File: src/rtl/vreg_file_sb_pkg.sv
// Shared definitions for the vector/scalar register file.
// Decode and writeback use the same address and lane-vector types.
package vreg_file_sb_pkg;

  // Default geometry of the register file
  localparam int REG_SIZE = 8;   // bits per lane element / scalar register
  localparam int REG_QTY  = 4;   // registers per bank
  localparam int SEL_BITS = 2;   // index bits per bank
  localparam int VEC_SIZE = 4;   // lanes per vector register

  // Address MSB selects the scalar bank (1) or the vector bank (0)
  localparam int BANK_BIT = SEL_BITS;

  // One full vector register, lane 0 in the least significant bits
  typedef logic [VEC_SIZE*REG_SIZE-1:0] lane_vec_t;

  // Register address: {bank, index}
  typedef logic [SEL_BITS:0] reg_addr_t;

endpackage

File: src/rtl/reg_scoreboard.sv
// Pending-write scoreboard: one busy bit per register, hazard stall and
// sticky writeback-error flag. Addresses are {bank, index}; the busy
// output packs the vector bank into the low half.
module reg_scoreboard
  import vreg_file_sb_pkg::*;
#(
  parameter int registerQuantity = REG_QTY,
  parameter int selectionBits    = SEL_BITS
) (
  input  logic                          clk,
  input  logic                          reset,
  input  logic [selectionBits:0]        r_sel1_i,
  input  logic [selectionBits:0]        r_sel2_i,
  input  logic                          rd_en1_i,
  input  logic                          rd_en2_i,
  input  logic                          issue_en_i,
  input  logic [selectionBits:0]        issue_dst_i,
  input  logic                          wr_en_i,
  input  logic [selectionBits:0]        wr_addr_i,
  output logic                          stall_o,
  output logic [2*registerQuantity-1:0] busy_o,
  output logic                          wb_err_o
);

  localparam int DEPTH = 2**selectionBits;
  localparam int NADDR = 2*DEPTH;
  localparam int AW    = selectionBits+1;

  logic [NADDR-1:0] busy_w;   // busy bit per address (0 for unimplemented indices)
  logic [NADDR-1:0] clr_w;    // address cleared by this cycle's writeback
  logic [NADDR-1:0] pend_w;   // busy and not resolved by this cycle's writeback
  logic             stall_w;
  logic             set_en;
  logic             wb_err_q, wb_err_d;

  genvar gi;
  generate
    for (gi = 0; gi < NADDR; gi++) begin : g_bit
      localparam int BANK = gi / DEPTH;
      localparam int IDX  = gi % DEPTH;

      assign clr_w[gi] = wr_en_i && (wr_addr_i == AW'(gi));

      if (IDX < registerQuantity) begin : g_live
        logic bit_q, bit_d;

        // Issue set has priority over a same-cycle writeback clear
        always_comb begin
          bit_d = bit_q;
          if (clr_w[gi]) bit_d = 1'b0;
          if (set_en && (issue_dst_i == AW'(gi))) bit_d = 1'b1;
        end

        // Busy bit register
        always_ff @(posedge clk) begin
          if (reset) bit_q <= 1'b0;
          else       bit_q <= bit_d;
        end

        assign busy_w[gi] = bit_q;
        assign busy_o[BANK*registerQuantity+IDX] = bit_q;
      end else begin : g_dead
        assign busy_w[gi] = 1'b0;
      end
    end
  endgenerate

  // A same-cycle writeback resolves the hazard immediately (bypass)
  assign pend_w  = busy_w & ~clr_w;
  assign stall_w = (rd_en1_i   && pend_w[r_sel1_i]) ||
                   (rd_en2_i   && pend_w[r_sel2_i]) ||
                   (issue_en_i && pend_w[issue_dst_i]);
  assign set_en  = issue_en_i && !stall_w;

  // Sticky flag: writeback landed on a register nobody was waiting for
  always_comb begin
    wb_err_d = wb_err_q;
    if (wr_en_i && !busy_w[wr_addr_i]) wb_err_d = 1'b1;
  end

  // Error flag register, cleared only by reset
  always_ff @(posedge clk) begin
    if (reset) wb_err_q <= 1'b0;
    else       wb_err_q <= wb_err_d;
  end

  assign stall_o  = stall_w;
  assign wb_err_o = wb_err_q;

endmodule

File: src/rtl/vreg_file_sb.sv
// Banked vector/scalar register file with two combinational read ports,
// lane-masked vector writes, scalar broadcast, write-to-read bypass and
// an integrated hazard scoreboard.
module vreg_file_sb
  import vreg_file_sb_pkg::*;
#(
  parameter int registerSize     = REG_SIZE,
  parameter int registerQuantity = REG_QTY,
  parameter int selectionBits    = SEL_BITS,
  parameter int vectorSize       = VEC_SIZE
) (
  input  logic                               clk,
  input  logic                               reset,
  input  logic [selectionBits:0]             rSel1,
  input  logic [selectionBits:0]             rSel2,
  input  logic                               rdEn1,
  input  logic                               rdEn2,
  output logic [vectorSize*registerSize-1:0] operand1,
  output logic [vectorSize*registerSize-1:0] operand2,
  input  logic                               regWrEnVec,
  input  logic                               regWrEnSc,
  input  logic [vectorSize-1:0]              laneMask,
  input  logic [selectionBits:0]             regToWrite,
  input  logic [vectorSize*registerSize-1:0] dataIn,
  input  logic                               issueEn,
  input  logic [selectionBits:0]             issueDst,
  output logic                               stall,
  output logic [2*registerQuantity-1:0]      busy,
  output logic                               wbErr
);

  localparam int DEPTH = 2**selectionBits;
  localparam int W     = vectorSize*registerSize;

  logic [DEPTH-1:0]                   idx_valid;
  logic [selectionBits-1:0]           wr_idx;
  logic                               wr_sc, wr_vec, wr_en;
  logic [selectionBits:0]             wr_addr;
  logic [DEPTH-1:0][W-1:0]            vec_all;
  logic [DEPTH-1:0][registerSize-1:0] sc_all;
  logic [1:0][W-1:0]                  op_all;
  logic                               unused_wr_bank;

  // Writeback bank comes from the enables, not from the address MSB
  assign unused_wr_bank = regToWrite[selectionBits];
  assign wr_idx  = regToWrite[selectionBits-1:0];
  assign wr_sc   = regWrEnSc && idx_valid[wr_idx];
  assign wr_vec  = regWrEnVec && !regWrEnSc && idx_valid[wr_idx];
  assign wr_en   = wr_sc || wr_vec;
  assign wr_addr = {regWrEnSc, wr_idx};

  genvar gi;
  generate
    for (gi = 0; gi < DEPTH; gi++) begin : g_store
      assign idx_valid[gi] = (gi < registerQuantity);

      if (gi < registerQuantity) begin : g_live
        logic [W-1:0]            vec_q, vec_d;
        logic [registerSize-1:0] sc_q, sc_d;

        // Apply this cycle's writeback to register gi of each bank
        always_comb begin
          vec_d = vec_q;
          sc_d  = sc_q;
          if (wr_vec && (wr_idx == selectionBits'(gi))) begin
            for (int l = 0; l < vectorSize; l++) begin
              if (laneMask[l]) vec_d[l*registerSize +: registerSize] = dataIn[l*registerSize +: registerSize];
            end
          end
          if (wr_sc && (wr_idx == selectionBits'(gi))) sc_d = dataIn[registerSize-1:0];
        end

        // Register storage
        always_ff @(posedge clk) begin
          if (reset) begin
            vec_q <= '0;
            sc_q  <= '0;
          end else begin
            vec_q <= vec_d;
            sc_q  <= sc_d;
          end
        end

        assign vec_all[gi] = vec_q;
        assign sc_all[gi]  = sc_q;
      end else begin : g_dead
        assign vec_all[gi] = '0;
        assign sc_all[gi]  = '0;
      end
    end

    for (gi = 0; gi < 2; gi++) begin : g_port
      logic [selectionBits:0]   sel;
      logic [selectionBits-1:0] sel_idx;
      logic [W-1:0]             rd;
      logic [registerSize-1:0]  lane_val;

      assign sel     = (gi == 0) ? rSel1 : rSel2;
      assign sel_idx = sel[selectionBits-1:0];

      // Read with bypass: scalars broadcast, unmasked vector lanes keep old data
      always_comb begin
        rd       = '0;
        lane_val = '0;
        if (sel[selectionBits]) begin
          lane_val = sc_all[sel_idx];
          if (wr_sc && (wr_idx == sel_idx)) lane_val = dataIn[registerSize-1:0];
          for (int l = 0; l < vectorSize; l++) rd[l*registerSize +: registerSize] = lane_val;
        end else begin
          rd = vec_all[sel_idx];
          for (int l = 0; l < vectorSize; l++) begin
            if (wr_vec && (wr_idx == sel_idx) && laneMask[l])
              rd[l*registerSize +: registerSize] = dataIn[l*registerSize +: registerSize];
          end
        end
      end

      assign op_all[gi] = rd;
    end
  endgenerate

  assign operand1 = op_all[0];
  assign operand2 = op_all[1];

  reg_scoreboard #(
    .registerQuantity(registerQuantity),
    .selectionBits   (selectionBits)
  ) u_scoreboard (
    .clk        (clk),
    .reset      (reset),
    .r_sel1_i   (rSel1),
    .r_sel2_i   (rSel2),
    .rd_en1_i   (rdEn1),
    .rd_en2_i   (rdEn2),
    .issue_en_i (issueEn),
    .issue_dst_i(issueDst),
    .wr_en_i    (wr_en),
    .wr_addr_i  (wr_addr),
    .stall_o    (stall),
    .busy_o     (busy),
    .wb_err_o   (wbErr)
  );

endmodule
File: config.mk
export PLATFORM = sky130hd
export DESIGN_NAME = vreg_file_sb
export DESIGN_NICKNAME = d
export VERILOG_FILES = /design/src/rtl/vreg_file_sb_pkg.sv /design/src/rtl/reg_scoreboard.sv /design/src/rtl/vreg_file_sb.sv
export SDC_FILE = /design/constraint.sdc
export NUM_CORES = 1
export LEC_CHECK = 0
export CAP_MARGIN = 20
export CORE_UTILIZATION = 56
export DETAILED_ROUTE_END_ITERATION = 10
export PLACE_DENSITY_LB_ADDON = 0.15
export SLEW_MARGIN = 40
export SYNTH_ARGS = -nofsm -noshare
export SYNTH_HDL_FRONTEND = slang
export SYNTH_SLANG_ARGS = --single-unit
File: constraint.sdc
create_clock -name clk -period 2.7 [get_ports clk]
set_input_delay 0.54 -clock clk [delete_from_list [all_inputs] [get_ports clk]]
set_output_delay 0.54 -clock clk [all_outputs]
set_load 0.005 [all_outputs]
## Word level (Yosys, flattened, before mapping)

Cells that the tools add are included.

- Memory bits (read-only): 0
- Bits in latches: 0
- Output and inout port bits: 74
- RAM bits: 0
- Memories kept: 0
- Input bits: 55
- Register bits after elaboration: 169
- Word-level logic and storage cells: 180

- Multiply operators: 0
- Reduce and logical (&&, ||, !) cells: 77
- Shifts and indexed selects: 0
- Multiplexer cells: 46
- Order comparisons: 7
- Div/mod/pow operators: 0
- Eq/ne operators: 19
- Bitwise logic cells: 2
- $add $sub $neg: 0

Operators with widths:

| operator | number |
|---|---|
| binary-select mux 32 bit (select 2 bit) | 2 |
| two-way mux 32 bit | 4 |
| two-way mux 8 bit | 12 |
| logical AND 1 bit | 44 |
| binary-select mux 8 bit (select 2 bit) | 2 |
| AND reduction 2 bit | 16 |
| == test 3 bit (second input constant) | 8 |
| two-way mux 1 bit | 21 |
| < comparator 3 x 4 -> 1 bit (second input constant) | 4 |
| nonzero test 2 bit | 8 |
| binary-select mux 1 bit (select 3 bit) | 4 |
| == test 3 x 2 -> 1 bit (second input constant) | 4 |
| < comparator 2 x 3 -> 1 bit (second input constant) | 3 |
| AND 8 bit | 1 |
| NOT 8 bit | 1 |
| == test 3 x 1 -> 1 bit (second input constant) | 2 |
| logical NOT 3 bit | 2 |
| == test 2 bit | 2 |
| == test 2 bit (second input constant) | 2 |
| logical NOT 1 bit | 3 |
| logical OR 1 bit | 3 |
| binary-select mux 1 bit (select 2 bit) | 1 |
| == test 2 x 1 -> 1 bit (second input constant) | 1 |
| logical NOT 2 bit | 1 |

## Depth between registers and ports, before layout

- Depth after elaboration: 16
- Mapped depth: 8
- Depth with buffers taken out: 6

## Hierarchy

Synthesis repeated with hierarchy kept, for this count alone.

- Cells, all modules: 1176
- Area, all modules: 10747.8 sq um

By module, submodules not included:

| module | instances | seq. area each (sq um) | area each (sq um) | cells each |
|---|---|---|---|---|
| vreg_file_sb | 1 | 3203.1 | 9770.6 | 1073 |
| reg_scoreboard | 1 | 180.2 | 977.2 | 103 |

## Worst setup path after synthesis

Ideal clock, no wire load.

- Path kind: in2out
- Start: in rSel1[0]
- End: out operand1[10]
- Data required time: 2.160 ns
- Arrival time: 2.098 ns
- Stages: 6
- Setup slack: 0.062 ns
- Buffers on the path: 3
- Path through: buf_2 -> buf_2 -> buf_2 -> mux4_2 -> mux2i_1 -> o21ai_0

- Word-level cells in the longest chain between the ends: 5
- Elaborated cells on any way between the ends: 11
- Classes of those cells: eq/ne: 1; mux: 7; reduce/logical: 3

Ends and longest elaborated chain:

| element | line | text |
|---|---|---|
| start, declared | vreg_file_sb.sv:14 | `input logic [selectionBits:0] rSel1,` |
| == test 2 bit | vreg_file_sb.sv:107, vreg_file_sb.sv:112 |  |
| logical AND 1 bit (2 in a row) | vreg_file_sb.sv:112 | `if (wr_vec && (wr_idx == sel_idx) && laneMask[l])` |
| two-way mux 8 bit | vreg_file_sb.sv:112 |  |
| two-way mux 32 bit (*) | vreg_file_sb.sv:105 | `if (sel[selectionBits]) begin` |
| end, declared | vreg_file_sb.sv:18 | `output logic [vectorSize*registerSize-1:0] operand1,` |

Every way passes the cells marked *; elsewhere a longest branch is shown, timed or not. The select of a mux whose other input is x is not followed.

## Final worst setup path

- Start: in regToWrite[1]
- End: out operand2[29]

- Word-level cells in the longest chain between the ends: 7
- Elaborated cells on any way between the ends: 11
- Classes of those cells: eq/ne: 1; mux: 5; reduce/logical: 5

Ends and longest elaborated chain:

| element | line | text |
|---|---|---|
| start, declared | vreg_file_sb.sv:23 | `input logic [selectionBits:0] regToWrite,` |
| binary-select mux 1 bit (select 2 bit) | vreg_file_sb.sv:47, vreg_file_sb.sv:48 |  |
| two-way mux 1 bit (not written as such) | vreg_file_sb.sv:47, vreg_file_sb.sv:48 |  |
| logical AND 1 bit | vreg_file_sb.sv:48 | `assign wr_vec = regWrEnVec && !regWrEnSc && idx_valid[wr_idx];` |
| logical AND 1 bit (2 in a row) | vreg_file_sb.sv:112 |  |
| two-way mux 8 bit | vreg_file_sb.sv:112 |  |
| two-way mux 32 bit (*) | vreg_file_sb.sv:105 |  |
| end, declared | vreg_file_sb.sv:19 | `output logic [vectorSize*registerSize-1:0] operand2,` |

Marks and branches as above.

==> flow_summary.yaml <==
critical_path:
  cp.required_ns: 2.16
  worstPathArrival_ns: 2.20
  startpoint_type: "primary input"
  path_class: "primary input to primary output"
  setup.worst_path.end_class: "primary output"
  rrSetupSlack_ns: 0.91
  timing.rr.start: "u_scoreboard.g_bit[4].g_live.bit_q$_SDFFE_PP0P_"
  endpoint: "operand2[29]"
  crit_start: "regToWrite[1]"
  r2r_end: "u_scoreboard.g_bit[0].g_live.bit_q$_SDFFE_PP0P_"
  r2r_cells: 7
  cp_max_fo: 7
sta:
  drv_slew: 0
  setup_viol: 9
  setup_slack_ns: -0.0352
  worst_pin_slew_ns: 0.548
  hold_viol_final: 0
  maxSlewHeadroom: 0.635
  clock_skew_ns: 0.00977
  rsz0062_at_grt: "yes"
  fin_crit_ns: 2.74
  fmax_ghz: 0.366
  finalCritPeriodShare: 1.01
clock_tree:
  clockBufferDepth: 2
  cts_max_level: 4
  clkSlewWorstSetupHoldPaths_ns: 0.07
  clkLatencyLatePin_ns: 0.44
  root_buffer: "clkbuf_16"
  cts_buffers: 17
  clock_sinks: 169
  cts_hold_buf: 0
  cts_tree: "done"
global_routing:
  grt_max_degree: 83
  overflow: 0
  track_usage: 0.402
  grt_pass1_wl_um: 54900
  grt_pass1_vias: 9959
  antenna_found_initial: 0
logic_synthesis:
  synthesis.area_mm2: 0.00983
  netlist_top_cells_count: "nand2_1, dfxtp_1, a21oi_1"
  synth-seq-cells: 169
  synth_warnings: 0
  avgSynthCellArea_um2: 8.98
  synth_cells: 1095
  netlist.area_leader.share: 0.344
  yosysTopAreaCell: "dfxtp_1"
  synth_edf_count: 0
  async_flop_share: 0
  yosysMostFrequentCell: "nand2_1"
  ys_seq_area_frac: 0.344
  synth_ff_type: "dfxtp_1"
  synth.area.top_cells: "dfxtp_1, mux4_2, mux2i_1"
  synthesis.nets: 1150
  yosysUniqueCellTypes: 42
route:
  drt_wl_total_um: 36500
  vias: 10400
  drt_iter0_markers: 1513
  drc: 0
  vias_per_cell: 6.61
  ant_nets: 0
  dr.pass1.iters: 9
  wl_per_cell_um: 23.2
placement:
  postPlaceCellArea_mm2: 0.0124
  portBuffers: 127
  dp.cells: 1517
  dp_hpwl_um: 23200
  gp_congestion: 0.928
  post-place-ws_ns: -0.845
power:
  peakVddDrop_uv: 453
  p_per_area_mw_per_mm2: 456
  p_leak_nw: 5.56
floorplan:
  core_mm2: 0.0172
  io_pins: 129
  die_area_mm2: 0.0181
  rows: 48
  die_height_um: 134
  die_width_um: 134
  start_util: 0.570
status:
  violations: "setup timing"
  status: "finished with violations"
finish:
  area_growth_pct: 37.5
  stdcell_count: 1574
  drive_gt1_frac: 0.302
  final_area_mm2: 0.0135
  finalNetCount: 1391
  antenna-diode-count: 0
min_path:
  hp-class: "register to register"
flow_run:
  cap_violations: 0
[placed cells by master (no fill, tap or decap), drive strengths merged, types with 3 or more instances in the layout]
| cell type | count |
|---|---|
| nand4 | 3 |
| xnor2 | 5 |
| mux4 | 82 |
| clkinv | 4 |
| buf | 208 |
| clkdlybuf4s50 | 51 |
| nand2 | 211 |
| clkdlybuf4s15 | 24 |
| mux2 | 18 |
| nand2b | 7 |
| dlygate4sd2 | 18 |
| dfxtp | 169 |
| clkbuf | 37 |
| nor2 | 24 |
| nor2b | 3 |
| nand3 | 137 |
| a21oi | 144 |
| o21ai | 65 |
| or3 | 3 |
| inv | 12 |
| o22ai | 5 |
| nand3b | 6 |
| mux2i | 85 |
[sequential cells by signal, summed over array words and instances (netlist names)]
| register | count |
|---|---|
| u_scoreboard.g_bit.g_live.bit_q | 8 |
| u_scoreboard.wb_err_o | 1 |
| g_store.g_live.sc_q | 32 |
| g_store.g_live.vec_q | 128 |
[final cells by class]
type / count / area (um^2)
multi-input cells: 820 / 6260
well taps: 225 / 282
clock buffers: 18 / 439
fillers: 1108 / 3720
flip-flops and latches: 169 / 3390
clock inverters: 14 / 135
repair buffers: 324 / 3000
inverters: 4 / 15.0
[how the worst min path moves through the flow]
stage	startpoint	to	slack [ns]	cells after the start
final	g_store[3].g_live.sc_q[5]$_SDFFE_PP0N_	g_store[3].g_live.sc_q[5]$_SDFFE_PP0N_	0.47	2
after global routing	g_store[2].g_live.sc_q[5]$_SDFFE_PP0N_	g_store[2].g_live.sc_q[5]$_SDFFE_PP0N_	0.49	2
after CTS	g_store[3].g_live.sc_q[5]$_SDFFE_PP0N_	g_store[3].g_live.sc_q[5]$_SDFFE_PP0N_	0.46	2
after detailed placement	g_store[3].g_live.vec_q[19]$_SDFFE_PP0P_	g_store[3].g_live.vec_q[19]$_SDFFE_PP0P_	0.46	2
after global placement	g_store[2].g_live.vec_q[6]$_SDFFE_PP0P_	g_store[2].g_live.vec_q[6]$_SDFFE_PP0P_	0.45	2
after floorplan	g_store[2].g_live.sc_q[0]$_SDFFE_PP0N_	g_store[2].g_live.sc_q[0]$_SDFFE_PP0N_	0.44	2
[through the flow]
stage	hold WS [ns]	power [mW]	utilization	TNS (ns)
2_1_floorplan	0.443	3.09	-	0
3_3_place_gp	0.449	3.64	0.719	-44.46
3_5_place_dp	0.459	3.65	0.719	-46.99
4_1_cts	0.463	6.08	0.774	-0.348
5_1_grt	0.490	6.33	0.784	-0.785
6_report	0.465	6.17	0.784	-0.126
[repair_timing]
action                                  in CTS  in global routing
gates cloned                                 2                  0
resized for setup                          199                110
pin swaps                                   13                 18
endpoints found under the setup margin      65                 51
setup buffers                               11                 12
[worst max-delay path, cell delays in order]
cell and delay (ns):
buf_4 0.15, xnor2_2 0.17, nand2_1 0.07, nor2_1 0.11, buf_4 0.14, buf_4 0.11, nand2_2 0.07, buf_12 0.16
buf_4 0.14, mux2i_1 0.16, o21ai_1 0.09, dlygate4sd2_1 0.27
[power by group]
group | internal [mW] | switching [mW]
clock | 1.32 | 1.13
sequential | 2.54 | 0.0361
combinational | 0.543 | 0.600
[logic make-up after synthesis]
| kind of cell | after synthesis | synth area share |
|---|---|---|
| AND/OR/NAND/NOR | 403 | 0.186 |
| flip-flops | 169 | 0.344 |
| buffers and inverters | 106 | 0.0467 |
| XOR/XNOR | 5 | 0.00445 |
| multiplexers | 185 | 0.295 |
| AO/OA/AOI/OAI | 227 | 0.124 |
[per-layer routing]
layer | vias up | routed length, um | GRT usage
li1 | 4479 | - | -
met1 | 4986 | 13200 | 0.525
met2 | 813 | 17000 | 0.633
met3 | 131 | 4740 | 0.0916
met4 | 0 | 1520 | 0.192
met5 | - | 0 | 0
Note: power is estimated with default switching activity, not from simulation.
